[src/rtl/fft_stage_sequencer_pkg.sv]
// Shared sizes, FSM state codes and the bit-reverse helper for the 32-point FFT sequencer.
package fft_seq_pkg;
    localparam int LOG2N    = 5;
    localparam int N_POINTS = 1 << LOG2N;
    localparam int ADDR_W   = LOG2N;
    localparam int TW_W     = LOG2N - 1;
    localparam int STAGE_W  = 3;
    localparam int BFLY_W   = LOG2N - 1;

    typedef logic [2:0] state_t;
    localparam state_t IDLE  = 3'd0;
    localparam state_t LOAD  = 3'd1;
    localparam state_t ISSUE = 3'd2;
    localparam state_t WAIT  = 3'd3;
    localparam state_t DONE  = 3'd4;

    function automatic logic [ADDR_W-1:0] bitrev5(input logic [ADDR_W-1:0] v);
        logic [ADDR_W-1:0] r;
        for (int i = 0; i < ADDR_W; i++) r[i] = v[ADDR_W-1-i];
        return r;
    endfunction
endpackage

[src/rtl/fft_stage_sequencer_if.sv]
// Host/butterfly-engine signal bundle of the FFT sequencer; master is the sequencer side.
// The load port group exists only with FFT_SEQ_BITREV_LOAD_EN.
interface fft_stage_sequencer_if;
    import fft_seq_pkg::*;

    logic               start;
    logic               busy;
    logic               done;
    logic               bfly_go;
    logic               bfly_ack;
    logic [ADDR_W-1:0]  addr_a;
    logic [ADDR_W-1:0]  addr_b;
    logic [TW_W-1:0]    tw_idx;
    logic [STAGE_W-1:0] stage;
`ifdef FFT_SEQ_BITREV_LOAD_EN
    logic               in_valid;
    logic               ld_we;
    logic [ADDR_W-1:0]  ld_addr;

    modport master (input start, bfly_ack, in_valid,
                    output busy, done, bfly_go, addr_a, addr_b, tw_idx, stage, ld_we, ld_addr);
    modport slave  (output start, bfly_ack, in_valid,
                    input busy, done, bfly_go, addr_a, addr_b, tw_idx, stage, ld_we, ld_addr);
`else
    modport master (input start, bfly_ack,
                    output busy, done, bfly_go, addr_a, addr_b, tw_idx, stage);
    modport slave  (output start, bfly_ack,
                    input busy, done, bfly_go, addr_a, addr_b, tw_idx, stage);
`endif
endinterface

[src/rtl/fft_stage_sequencer_addr_gen.sv]
// Radix-2 DIT in-place addressing: (stage, butterfly) -> leg addresses and twiddle index.
module fft_addr_gen
    import fft_seq_pkg::*;
(
    input  logic [STAGE_W-1:0] stage,
    input  logic [BFLY_W-1:0]  bfly,
    output logic [ADDR_W-1:0]  addr_a,
    output logic [ADDR_W-1:0]  addr_b,
    output logic [TW_W-1:0]    tw_idx
);
    logic [ADDR_W-1:0] b_ext, half, pos, grp;

    always_comb begin
        b_ext  = {1'b0, bfly};
        half   = ADDR_W'(1) << stage;
        pos    = b_ext & (half - ADDR_W'(1));
        grp    = b_ext >> stage;
        // Group index is spread by 2*half; position within the group stays in the low bits.
        addr_a = (grp << (stage + STAGE_W'(1))) | pos;
        addr_b = addr_a + half;
        tw_idx = TW_W'(pos << (STAGE_W'(LOG2N - 1) - stage));
    end
endmodule

[src/rtl/fft_stage_sequencer.sv]
// Stage/butterfly scheduler for the 32-point in-place FFT; launches one butterfly at a time.
// Optional bit-reversed input load phase: FFT_SEQ_BITREV_LOAD_EN.
module fft_stage_sequencer
    import fft_seq_pkg::*;
(
    input  logic                   clk,
    input  logic                   reset_n,
    fft_stage_sequencer_if.master  bus
);
    state_t             state, state_nxt;
    logic [STAGE_W-1:0] stage_cnt, stage_cnt_nxt, stage_q;
    logic [BFLY_W-1:0]  bfly_cnt, bfly_cnt_nxt;
    logic [ADDR_W-1:0]  gen_a, gen_b, addr_a_q, addr_b_q;
    logic [TW_W-1:0]    gen_tw, tw_q;
    logic               go_nxt, busy_nxt, done_nxt;
    logic               go_q, busy_q, done_q;
`ifdef FFT_SEQ_BITREV_LOAD_EN
    logic [ADDR_W-1:0]  load_cnt, load_cnt_nxt;
`endif

    always_ff @(posedge clk or negedge reset_n) begin
        if (!reset_n) begin
            state     <= IDLE;
            stage_cnt <= '0;
            bfly_cnt  <= '0;
`ifdef FFT_SEQ_BITREV_LOAD_EN
            load_cnt  <= '0;
`endif
        end else begin
            state     <= state_nxt;
            stage_cnt <= stage_cnt_nxt;
            bfly_cnt  <= bfly_cnt_nxt;
`ifdef FFT_SEQ_BITREV_LOAD_EN
            load_cnt  <= load_cnt_nxt;
`endif
        end
    end

    always_comb begin
        state_nxt     = state;
        stage_cnt_nxt = stage_cnt;
        bfly_cnt_nxt  = bfly_cnt;
`ifdef FFT_SEQ_BITREV_LOAD_EN
        load_cnt_nxt  = load_cnt;
`endif
        case (state)
            IDLE: if (bus.start) begin
                stage_cnt_nxt = '0;
                bfly_cnt_nxt  = '0;
`ifdef FFT_SEQ_BITREV_LOAD_EN
                load_cnt_nxt  = '0;
                state_nxt     = LOAD;
`else
                state_nxt     = ISSUE;
`endif
            end
`ifdef FFT_SEQ_BITREV_LOAD_EN
            LOAD: if (bus.in_valid) begin
                load_cnt_nxt = load_cnt + ADDR_W'(1);
                if (load_cnt == ADDR_W'(N_POINTS - 1)) state_nxt = ISSUE;
            end
`endif
            ISSUE: state_nxt = WAIT;
            WAIT: if (bus.bfly_ack) begin
                if (bfly_cnt == '1) begin
                    bfly_cnt_nxt = '0;
                    if (stage_cnt == STAGE_W'(LOG2N - 1)) begin
                        stage_cnt_nxt = '0;
                        state_nxt     = DONE;
                    end else begin
                        stage_cnt_nxt = stage_cnt + STAGE_W'(1);
                        state_nxt     = ISSUE;
                    end
                end else begin
                    bfly_cnt_nxt = bfly_cnt + BFLY_W'(1);
                    state_nxt    = ISSUE;
                end
            end
            DONE:    state_nxt = IDLE;
            default: state_nxt = IDLE;
        endcase
    end

    // Addresses are computed from the next counters so they land together with bfly_go.
    fft_addr_gen u_addr_gen (
        .stage  (stage_cnt_nxt),
        .bfly   (bfly_cnt_nxt),
        .addr_a (gen_a),
        .addr_b (gen_b),
        .tw_idx (gen_tw)
    );

    always_comb begin
        go_nxt   = (state_nxt == ISSUE);
        busy_nxt = (state_nxt == ISSUE) || (state_nxt == WAIT) || (state_nxt == LOAD);
        done_nxt = (state_nxt == DONE);
`ifdef FFT_SEQ_BITREV_LOAD_EN
        bus.ld_we   = (state == LOAD) && bus.in_valid;
        bus.ld_addr = (state == LOAD) ? bitrev5(load_cnt) : '0;
`endif
    end

    always_ff @(posedge clk or negedge reset_n) begin
        if (!reset_n) begin
            go_q     <= 1'b0;
            busy_q   <= 1'b0;
            done_q   <= 1'b0;
            addr_a_q <= '0;
            addr_b_q <= '0;
            tw_q     <= '0;
            stage_q  <= '0;
        end else begin
            go_q   <= go_nxt;
            busy_q <= busy_nxt;
            done_q <= done_nxt;
            if (state_nxt == ISSUE) begin
                addr_a_q <= gen_a;
                addr_b_q <= gen_b;
                tw_q     <= gen_tw;
                stage_q  <= stage_cnt_nxt;
            end
        end
    end

    assign bus.bfly_go = go_q;
    assign bus.busy    = busy_q;
    assign bus.done    = done_q;
    assign bus.addr_a  = addr_a_q;
    assign bus.addr_b  = addr_b_q;
    assign bus.tw_idx  = tw_q;
    assign bus.stage   = stage_q;
endmodule

[src/flat_wrapper.sv]
// flat-port wrapper written by rule: the top's interface ports become plain ports
module fft_stage_sequencer_flat import fft_seq_pkg::*;
  (clk, reset_n, bus_start, bus_bfly_ack, bus_busy, bus_done, bus_bfly_go, bus_addr_a, bus_addr_b, bus_tw_idx, bus_stage);
  fft_stage_sequencer_if bus_i ();
  input  logic clk;
  input  logic reset_n;
  input wire logic [$bits(bus_i.start)-1:0] bus_start;
  input wire logic [$bits(bus_i.bfly_ack)-1:0] bus_bfly_ack;
  output wire logic [$bits(bus_i.busy)-1:0] bus_busy;
  output wire logic [$bits(bus_i.done)-1:0] bus_done;
  output wire logic [$bits(bus_i.bfly_go)-1:0] bus_bfly_go;
  output wire logic [$bits(bus_i.addr_a)-1:0] bus_addr_a;
  output wire logic [$bits(bus_i.addr_b)-1:0] bus_addr_b;
  output wire logic [$bits(bus_i.tw_idx)-1:0] bus_tw_idx;
  output wire logic [$bits(bus_i.stage)-1:0] bus_stage;
  assign bus_i.start = bus_start;
  assign bus_i.bfly_ack = bus_bfly_ack;
  assign bus_busy = bus_i.busy;
  assign bus_done = bus_i.done;
  assign bus_bfly_go = bus_i.bfly_go;
  assign bus_addr_a = bus_i.addr_a;
  assign bus_addr_b = bus_i.addr_b;
  assign bus_tw_idx = bus_i.tw_idx;
  assign bus_stage = bus_i.stage;
  fft_stage_sequencer u_core (.clk(clk), .reset_n(reset_n), .bus(bus_i));
endmodule
[config.mk]
export PLATFORM = sky130hd
export DESIGN_NAME = fft_stage_sequencer_flat
export DESIGN_NICKNAME = d
export VERILOG_FILES = /design/src/rtl/fft_stage_sequencer_pkg.sv /design/src/rtl/fft_stage_sequencer_if.sv /design/src/rtl/fft_stage_sequencer_addr_gen.sv /design/src/rtl/fft_stage_sequencer.sv /design/src/flat_wrapper.sv
export SDC_FILE = /design/constraint.sdc
export NUM_CORES = 1
export LEC_CHECK = 0
export CAP_MARGIN = 10
export CELL_PAD_IN_SITES_DETAIL_PLACEMENT = 2
export CELL_PAD_IN_SITES_GLOBAL_PLACEMENT = 2
export CORE_ASPECT_RATIO = 2
export CORE_UTILIZATION = 36
export CTS_CLUSTER_DIAMETER = 30
export DETAILED_ROUTE_END_ITERATION = 16
export PLACE_DENSITY_LB_ADDON = 0.1
export SLEW_MARGIN = 20
export SYNTH_ARGS = -nofsm -noshare
export SYNTH_HDL_FRONTEND = slang
export SYNTH_HIERARCHICAL = 1
export SYNTH_SLANG_ARGS = --single-unit
[constraint.sdc]
create_clock -name clk -period 4.25 [get_ports clk]
set_input_delay 0.6375 -clock clk [delete_from_list [all_inputs] [get_ports clk]]
set_output_delay 0.6375 -clock clk [all_outputs]
set_load 0.01 [all_outputs]
==> metrics.yaml <==
cp.arrival_ps: 4330
final_cells: 312
n_antenna_cell: 0
dpl_cell_area_um2: 2520
slew_headroom: 0.431
ys_async_sr_fraction: 1.00
first_global_vias: 2021
vias: 1719
min_path_type: "flop to flop"
status: "completed"
wl_um: 6970
hold_violations: 0
crit_required_ps: 4420
skew_ps: 12.9
total_power_mw: 1.00
overflow: 0
synthFlopType: "dfrtp_1"
clk_latency_ps: 300
met2_usage: 0.549
pwr-share-clk: 0.218
syn_area_um2: 2000
layout.nets: 270
drc: 0
die_y_um: 107
pin_count: 24
p_sw_frac: 0.339
track_usage: 0.268
cts.sinks: 30
p_seq_frac: 0.362
syn_nets: 206
critPathLaunchType: "input port"
end_kind: "flop"
synth.avg_cell_area_um2: 10.6
root_buffer: "clkbuf_8"
switching_power_mw: 0.339
cap_violations: 0
first_pass_iters: 4
cts-htree-levels: 2
drive_gt1_frac: 0.365
yosysSeqAreaShare: 0.376
met3_usage: 0.0593
place_congestion: 0.845
die_area_um2: 5860
via_per_inst: 5.51
start_util: 0.371
antenna_found_initial: 0
grt_busiest_layer: "met2"
nFillCells: 579
io_buffers: 23
p_int_mw: 0.662
fmax_ghz: 0.240
fin_area_um2: 2710
routedWlPerCell_um: 22.3
cts_buffers: 5
p_comb_frac: 0.420
yosys_warnings: 6
finalMaxSlewViolations: 0
drt_iter0_drc: 25
cts_tree: "done"
finalSetupTns_ps: 0
dp_hpwl_um: 5600
dp_cells: 301
row_count: 38
final_common_cell: "buf_4"
period_share: 0.980
ant_nets: 0
layout_common_cells: "42 x buf_4, 30 x dfrtp_1, 23 x clkdlybuf4s50_1, 14 x mux2_2, 10 x inv_1"
setup_viol: 0
core_um2: 5370
cts_hold_buffers: 0
synth_cells: 188
grt_pass1_wl_um: 10500
power_density_nw_per_um2: 369
yosysUniqueCellTypes: 56
p_leak_nw: 1.21
grtUsageMet1: 0.198
min_period_ps: 4160
synth_edf_count: 0
peakVddDrop_mv: 0.289
worst-slew-pin-transition_ps: 847
clk_pin_slew_ps: 60
worstPathMaxFanout: 4
ys_ff_latch: 30
grt_max_degree: 31
worstSetupPathType: "input port to flop"
syn_to_final_growth_pct: 35.7
clk_path_buf_depth: 2
die_w_um: 54.6
## worst max-delay path, cell delays in order
cell and delay [ps]:
clkdlybuf4s50_1 480, or3b_4 380, o22a_1 230, a32o_2 270, inv_1 130, ha_1 180, nor2b_2 260, buf_4 160
mux2_4 320, o21ai_4 70, xor2_1 100, ha_2 210, a21o_2 210, a21o_1 180, a41oi_2 170, xor2_1 80
mux2_2 270
## routing by layer
metal	part of all wire	routed length, um
met1	0.30	2100
met2	0.63	4390
met3	0.025	171
met4	0.043	300
met5	0	0
## cell type report
type | count | area [um^2] | share of cell area
timing repair buffer | 65 | 546 | 0.201
multi-input combinational | 139 | 1220 | 0.450
tap | 60 | 75.1 | 0.0277
inverter | 11 | 41.3 | 0.0152
sequential | 30 | 751 | 0.277
clock buffer | 7 | 76.3 | 0.0282
## flip-flops by register name (all words and copies together), names as in the netlist
name / flops
u_core/bus.done: 1
u_core/bus.tw_idx: 4
u_core/bus.stage: 3
u_core/bus.addr_b: 5
u_core/state: 3
u_core/bus.addr_a: 5
u_core/bus.busy: 1
u_core/bus.bfly_go: 1
u_core/bfly_cnt: 4
u_core/stage_cnt: 3
## logic make-up (layout without fill, tap and decap cells)
group | after synthesis | count (layout) | share of synthesized area
buffers and inverters | 19 | 83 | 0.0539
multiplexers | 20 | 20 | 0.120
AO/OA/AOI/OAI | 41 | 41 | 0.162
adder cells (fa/ha/maj) | 14 | 14 | 0.0878
XOR/XNOR | 8 | 8 | 0.0351
flip-flops | 30 | 30 | 0.376
AND/OR/NAND/NOR | 56 | 56 | 0.165
## final timing paths
path,cells past startpoint,endpoint,slack (ps),start
setup reg to reg,17,u_core/bus.addr_b[4]$_DFFE_PN0P_,300,u_core/bfly_cnt[1]$_DFF_PN0_
hold / removal,1,u_core/bus.addr_a[4]$_DFFE_PN0P_,500,u_core/bus.addr_a[4]$_DFFE_PN0P_
min in group asynchronous,2,u_core/bus.stage[0]$_DFFE_PN0P_,740,reset_n
hold reg to reg,1,u_core/bus.addr_a[4]$_DFFE_PN0P_,500,u_core/bus.addr_a[4]$_DFFE_PN0P_
max in group asynchronous,2,u_core/bus.addr_b[1]$_DFFE_PN0P_,3200,reset_n
setup / recovery,17,u_core/bus.addr_b[4]$_DFFE_PN0P_,90,bus_start
## power groups by stage
stage | logic (mW) | registers, mW | clock network [mW]
3_3_place_gp | 0.366 | 0.362 | 0
6_report | 0.420 | 0.362 | 0.218
3_5_place_dp | 0.391 | 0.368 | 0
5_1_grt | 0.450 | 0.370 | 0.231
2_1_floorplan | 0.183 | 0.376 | 0
4_1_cts | 0.395 | 0.364 | 0.226
## synth_stat cells, drive strengths merged (2+ instances only)
master / count / area, um^2
a21o: 2 / 16.3
a21oi: 7 / 46.3
a31oi: 3 / 18.8
a32o: 2 / 20.0
and2b: 2 / 16.3
and3: 3 / 18.8
and3b: 2 / 18.8
buf: 7 / 52.5
dfrtp: 30 / 751
ha: 14 / 175
inv: 11 / 41.3
mux2: 19 / 229
nand2: 10 / 37.5
nand2b: 4 / 25.0
nand3: 4 / 20.0
nand3b: 2 / 15.0
nand4: 2 / 12.5
nor2: 11 / 57.6
nor2b: 5 / 33.8
nor3: 5 / 30.0
nor4: 2 / 12.5
o21a: 2 / 15.0
o21ai: 12 / 71.3
o221ai: 2 / 35.0
xnor2: 6 / 52.6
xor2: 2 / 17.5
## repair_timing
action                     CTS  global route
pin swaps                    2             5
setup endpoints to repair    2             2
gates resized for setup      4            16
cloned                       0             0
setup buffers                1             3
## per-stage QoR
step	setup WS, ps	hold slack (ps)	utilization
2_1_floorplan	387	342	-
3_3_place_gp	-169	479	0.469
3_5_place_dp	-436	490	0.469
4_1_cts	8.03	509	0.489
5_1_grt	-40.2	525	0.504
6_report	87.1	497	0.504
No activity file was read; power rests on OpenSTA's default activity.
